File: src/rtl/divm_pkg.sv
// Shared constants and state encoding for the programmable divide-by-M timebase.
package divm_pkg;

  localparam logic        MODE_CONT    = 1'b0;
  localparam logic        MODE_ONESHOT = 1'b1;
  localparam int unsigned DIV_MIN      = 2;

  typedef enum logic {
    STOP = 1'b0,
    RUN  = 1'b1
  } state_t;

endpackage

File: src/rtl/divm_shadow.sv
// Divisor shadow register: holds a pending divisor until a period boundary,
// clamps divisors below DIV_MIN and pulses div_ack after the swap.
module divm_shadow
  import divm_pkg::*;
#(
  parameter int unsigned WIDTH       = 8,
  parameter int unsigned DEFAULT_DIV = 4
) (
  input  logic             clk_in,
  input  logic             reset,
  input  logic [WIDTH-1:0] div_val,
  input  logic             div_load,
  input  logic             boundary,
  output logic [WIDTH-1:0] d_active,
  output logic [WIDTH-1:0] d_next_c,
  output logic             div_ack
);

  logic [WIDTH-1:0] val_clamped_c;
  logic [WIDTH-1:0] pend_val;
  logic             pend_valid;
  logic             apply_c;

  // Clamp the incoming value and pick the divisor that is active after this edge
  always_comb begin
    val_clamped_c = (div_val < WIDTH'(DIV_MIN)) ? WIDTH'(DIV_MIN) : div_val;
    apply_c       = boundary && (div_load || pend_valid);
    d_next_c      = d_active;
    if (apply_c) begin
      d_next_c = div_load ? val_clamped_c : pend_val;
    end
  end

  // Active divisor, pending slot and acknowledge pulse
  always_ff @(posedge clk_in) begin
    if (reset) begin
      d_active   <= WIDTH'(DEFAULT_DIV);
      pend_val   <= '0;
      pend_valid <= 1'b0;
      div_ack    <= 1'b0;
    end else begin
      d_active <= d_next_c;
      div_ack  <= apply_c;
      if (apply_c) begin
        pend_valid <= 1'b0;
      end else if (div_load) begin
        pend_valid <= 1'b1;
        pend_val   <= val_clamped_c;
      end
    end
  end

endmodule

File: src/rtl/divm_prog.sv
// Runtime-programmable divide-by-M clock-enable generator with continuous
// and one-shot modes; outputs always describe the current counter value.
module divm_prog
  import divm_pkg::*;
#(
  parameter int unsigned WIDTH       = 8,
  parameter int unsigned DEFAULT_DIV = 4
) (
  input  logic             clk_in,
  input  logic             reset,
  input  logic             enable,
  input  logic             mode,
  input  logic             start,
  input  logic [WIDTH-1:0] div_val,
  input  logic             div_load,
  output logic             div_ack,
  output logic             clk_out,
  output logic             tick,
  output logic             busy
);

  state_t           state;
  logic [WIDTH-1:0] cnt;
  logic [WIDTH-1:0] d_active;
  logic [WIDTH-1:0] d_next_c;
  logic [WIDTH-1:0] cnt_next_c;
  logic             at_last_c;
  logic             boundary_c;
  logic             go_c;
  logic             stop_c;

  divm_shadow #(
    .WIDTH       (WIDTH),
    .DEFAULT_DIV (DEFAULT_DIV)
  ) u_shadow (
    .clk_in   (clk_in),
    .reset    (reset),
    .div_val  (div_val),
    .div_load (div_load),
    .boundary (boundary_c),
    .d_active (d_active),
    .d_next_c (d_next_c),
    .div_ack  (div_ack)
  );

  // Period boundary, start/stop decisions and next counter value
  always_comb begin
    at_last_c  = (state == RUN) && (cnt == d_active - WIDTH'(1));
    boundary_c = (state == STOP) || at_last_c;
    go_c       = enable && ((mode == MODE_CONT) || start);
    stop_c     = (state == RUN) && (!enable || (at_last_c && (mode == MODE_ONESHOT)));
    cnt_next_c = ((state == RUN) && !at_last_c) ? cnt + WIDTH'(1) : '0;
  end

  // State, counter and registered outputs derived from the post-edge count
  always_ff @(posedge clk_in) begin
    if (reset) begin
      state   <= STOP;
      cnt     <= '0;
      clk_out <= 1'b0;
      tick    <= 1'b0;
      busy    <= 1'b0;
    end else if (((state == STOP) && !go_c) || stop_c) begin
      state   <= STOP;
      cnt     <= '0;
      clk_out <= 1'b0;
      tick    <= 1'b0;
      busy    <= 1'b0;
    end else begin
      state   <= RUN;
      cnt     <= cnt_next_c;
      clk_out <= (cnt_next_c < (d_next_c >> 1));
      tick    <= (cnt_next_c == d_next_c - WIDTH'(1));
      busy    <= 1'b1;
    end
  end

endmodule

File: config.mk
export PLATFORM = sky130hd
export DESIGN_NAME = divm_prog
export DESIGN_NICKNAME = d
export VERILOG_FILES = /design/src/rtl/divm_pkg.sv /design/src/rtl/divm_shadow.sv /design/src/rtl/divm_prog.sv
export SDC_FILE = /design/constraint.sdc
export NUM_CORES = 1
export LEC_CHECK = 0
export BUFFER_PORTS_ARGS = -buffer_cell sky130_fd_sc_hd__buf_2
export CORE_MARGIN = 3
export CORE_UTILIZATION = 54
export CTS_BUF_LIST = sky130_fd_sc_hd__clkbuf_16
export DETAILED_ROUTE_END_ITERATION = 8
export PLACE_DENSITY_LB_ADDON = 0.1
export REMOVE_ABC_BUFFERS = 1
export SYNTH_ARGS = -nofsm -noshare
export SYNTH_HDL_FRONTEND = slang
export SYNTH_SLANG_ARGS = --single-unit
File: constraint.sdc
create_clock -name clk_in -period 3.65 [get_ports clk_in]
set_clock_uncertainty 0.05 [all_clocks]
set_input_delay 0.73 -clock clk_in [delete_from_list [all_inputs] [get_ports clk_in]]
set_output_delay 0.73 -clock clk_in [all_outputs]
set_load 0.05 [all_outputs]
==> impl_metrics.tcl <==
set metrics [dict create \
    synth_cells 261 \
    drt_wl_total_um 6210 \
    clock_path_buffers 2 \
    post_drt_wl_per_cell_um 17.01 \
    ys.warnings.count 0 \
    clock.fmax_mhz 272.8 \
    slew_violations 0 \
    regToRegStartpoint "u_shadow.d_active[2]$_SDFF_PP1_" \
    die-area_um2 4683 \
    synth_area_um2 2105 \
    violations "negative setup slack" \
    drc_errors 0 \
    track_usage_pct 28.54 \
    r2r_end "tick$_SDFF_PP0_" \
    synth_flop_cell "dfxtp_1" \
    vias_per_cell 5.797 \
    grt_pass1_wl_um 9666 \
    setup_viol 1 \
    gr-total-overflow 0 \
    yosysSeqAreaShare_pct 27.59 \
    ys_top_cells_by_area "dfxtp_1, mux2i_1, nor2_1" \
    drive_gt1_share_pct 30.28 \
    synthToLayoutAreaGrowth_pct 29.96 \
    io_buffers 17 \
    nNetsFinal 339 \
    timing.final.crit_share_pct 100.4 \
    hold_path_depth 2 \
    hp-start "u_shadow.pend_val[1]$_SDFFE_PP0N_" \
    max_slew_margin_pct 58.62 \
    start_util_pct 56.63 \
    die_w_um 68.43 \
    tightest_slew_ps 614.2 \
    synth_edf_count 0 \
    cts_tree "yes" \
    first_pass_iters 5 \
    reg2reg_slack_ps -20 \
    whs_endpoint "u_shadow.pend_val[1]$_SDFFE_PP0N_" \
    root_buffer "clkbuf_16" \
    synth_area_per_cell_um2 8.063 \
    worstSetupPathType "flop to flop" \
    path_clk_slew_ps 50 \
    grt_max_degree 20 \
    synth_commonest_cells "nor2_1, dfxtp_1, mux2i_1" \
    die_height_um 68.43 \
    clock_latency_ps 280 \
    cts.sinks 29 \
    dpl.hpwl_um 4599 \
    fin_crit_ps 3666 \
    synth_top_area_share_pct 27.59 \
    cts_buffers 5 \
    hold_violations 0 \
    synth.largest_area_cell "dfxtp_1" \
    reg2reg_depth 14 \
    rsz0062_at_grt "yes" \
    h-tree-depth 2 \
    antenna_left 0 \
    p_leak_nw 1.238 \
    synth-async-reset-ratio_pct 0 \
    finalNonFillerCells 365 \
    drtIter0Drc 164 \
    routed-via-count 2116 \
    holdCritPathClass "flop to flop" \
    grt_pass1_vias 1965 \
    hold_slack_ps 412.1 \
    yosysMostFrequentCell "nor2_1" \
    design.core.area_um2 3716 \
    status "finished, violations left" \
    arrival_ps 3790 \
    yosysUniqueCellTypes 53 \
    antenna_found_initial 0 \
    power.density_nw_per_um2 389.3 \
    p_total_mw 1.065 \
    fin_ws_ps -16.17 \
    ctsHoldBuffers 0 \
    insertedDiodeCount 0 \
    cp-start-kind "flop" \
    critPathMaxFanout 6 \
    synth-seq-cells 29 \
    critPathCaptureType "flop" \
    gp_congestion 1.006 \
    io_pins 18 \
    dp.cells 351 \
    rows 22 \
    ir_drop_mv 0.3000 \
    cap_violations 0 \
    required_ps 3770 \
]
==> worst max-delay path: stages (launching register included) <==
cell and delay (ps):
dfxtp_4 370, nor4_4 370, and2_1 210, a221oi_2 70, buf_4 170, o21a_4 210
nor3_4 220, mux2i_2 270, ha_2 210, inv_1 50, or3_1 350, mux2i_1 160
xor2_1 110, or4_4 440, a2111oi_4 290
==> where the power goes <==
part,leakage [nW],switching [mW],internal (mW)
Combinational,0.928,0.169,0.149
Clock,0.0712,0.144,0.249
Sequential,0.239,0.0200,0.334
==> cell families (layout without fill, tap and decap cells) <==
group,count (synthesis),in the layout,synth area share (%)
compound gates,52,52,16.94
xor+xnor,20,20,8.324
fa+ha+maj,9,9,5.351
buf+inv,26,82,5.113
flops,29,29,27.59
mux,21,21,10.11
simple gates,104,104,26.58
==> stage by stage <==
stage / util, % / instance area, um^2 / setup slack (ps) / TNS (ps)
after floorplan: - / 2046 / -482.3 / -482.3
after global placement: 66.63 / 2476 / -51.42 / -51.42
after detailed placement: 66.63 / 2476 / -146.5 / -146.5
after CTS: 71.58 / 2660 / 3.829 / 0
after global routing: 73.60 / 2735 / -202.0 / -292.4
final: 73.60 / 2735 / -16.17 / -16.17
==> worst max-delay path by stage <==
stage | from | endpoint | slack, ps | cells after the start
2_1_floorplan | u_shadow.d_active[1]$_SDFF_PP0_ | tick$_SDFF_PP0_ | -480 | 13
3_3_place_gp | u_shadow.d_active[4]$_SDFF_PP0_ | tick$_SDFF_PP0_ | -50 | 15
3_5_place_dp | u_shadow.d_active[4]$_SDFF_PP0_ | tick$_SDFF_PP0_ | -150 | 15
4_1_cts | u_shadow.d_active[1]$_SDFF_PP0_ | tick$_SDFF_PP0_ | 4 | 13
5_1_grt | u_shadow.d_active[2]$_SDFF_PP1_ | tick$_SDFF_PP0_ | -200 | 14
6_report | u_shadow.d_active[2]$_SDFF_PP1_ | tick$_SDFF_PP0_ | -20 | 14
==> layer usage <==
| layer | part of all wire (%) | wire [um] | GRT usage [%] | vias to the layer above |
|---|---|---|---|---|
| met4 | 3.0 | 186 | 11.66 | 0 |
| met2 | 46 | 2865 | 43.03 | 78 |
| met5 | 0 | 0 | 0 | - |
| met3 | 7.2 | 445 | 4.598 | 17 |
| li1 | - | - | - | 1043 |
| met1 | 44 | 2714 | 39.92 | 978 |
==> registers in the layout (all words and copies together) (netlist names) <==
name / flops
clk_out: 1
state: 1
u_shadow.pend_val: 8
u_shadow.div_ack: 1
tick: 1
u_shadow.d_active: 8
cnt: 8
u_shadow.pend_valid: 1
==> cell usage in the layout (no fill, tap or decap), types with 5 or more instances in the layout <==
cell type / count
a21oi_1: 8
buf_2: 17
buf_4: 43
clkbuf_16: 5
dfxtp_1: 25
ha_1: 7
inv_1: 13
mux2i_1: 18
nand2_1: 10
nand2b_1: 6
nand3_1: 5
nand4_1: 7
nor2_1: 32
nor3_1: 12
o21ai_0: 11
or2_2: 6
xnor2_1: 11
xor2_1: 9
==> final cells by class <==
class,count,area (um^2)
clock inverter,3,17.52
tap,48,60.06
inverter,13,48.80
fill,302,980.9
clock buffer,5,125.1
multi-input combinational,206,1474
sequential,29,590.6
timing repair buffer,61,419.2
==> what timing repair did <==
item,CTS,global route
buffers inserted,3,3
pin swaps,4,6
setup endpoints to repair,1,2
resized for setup,5,13
Note: power is estimated with default switching activity, not from simulation.
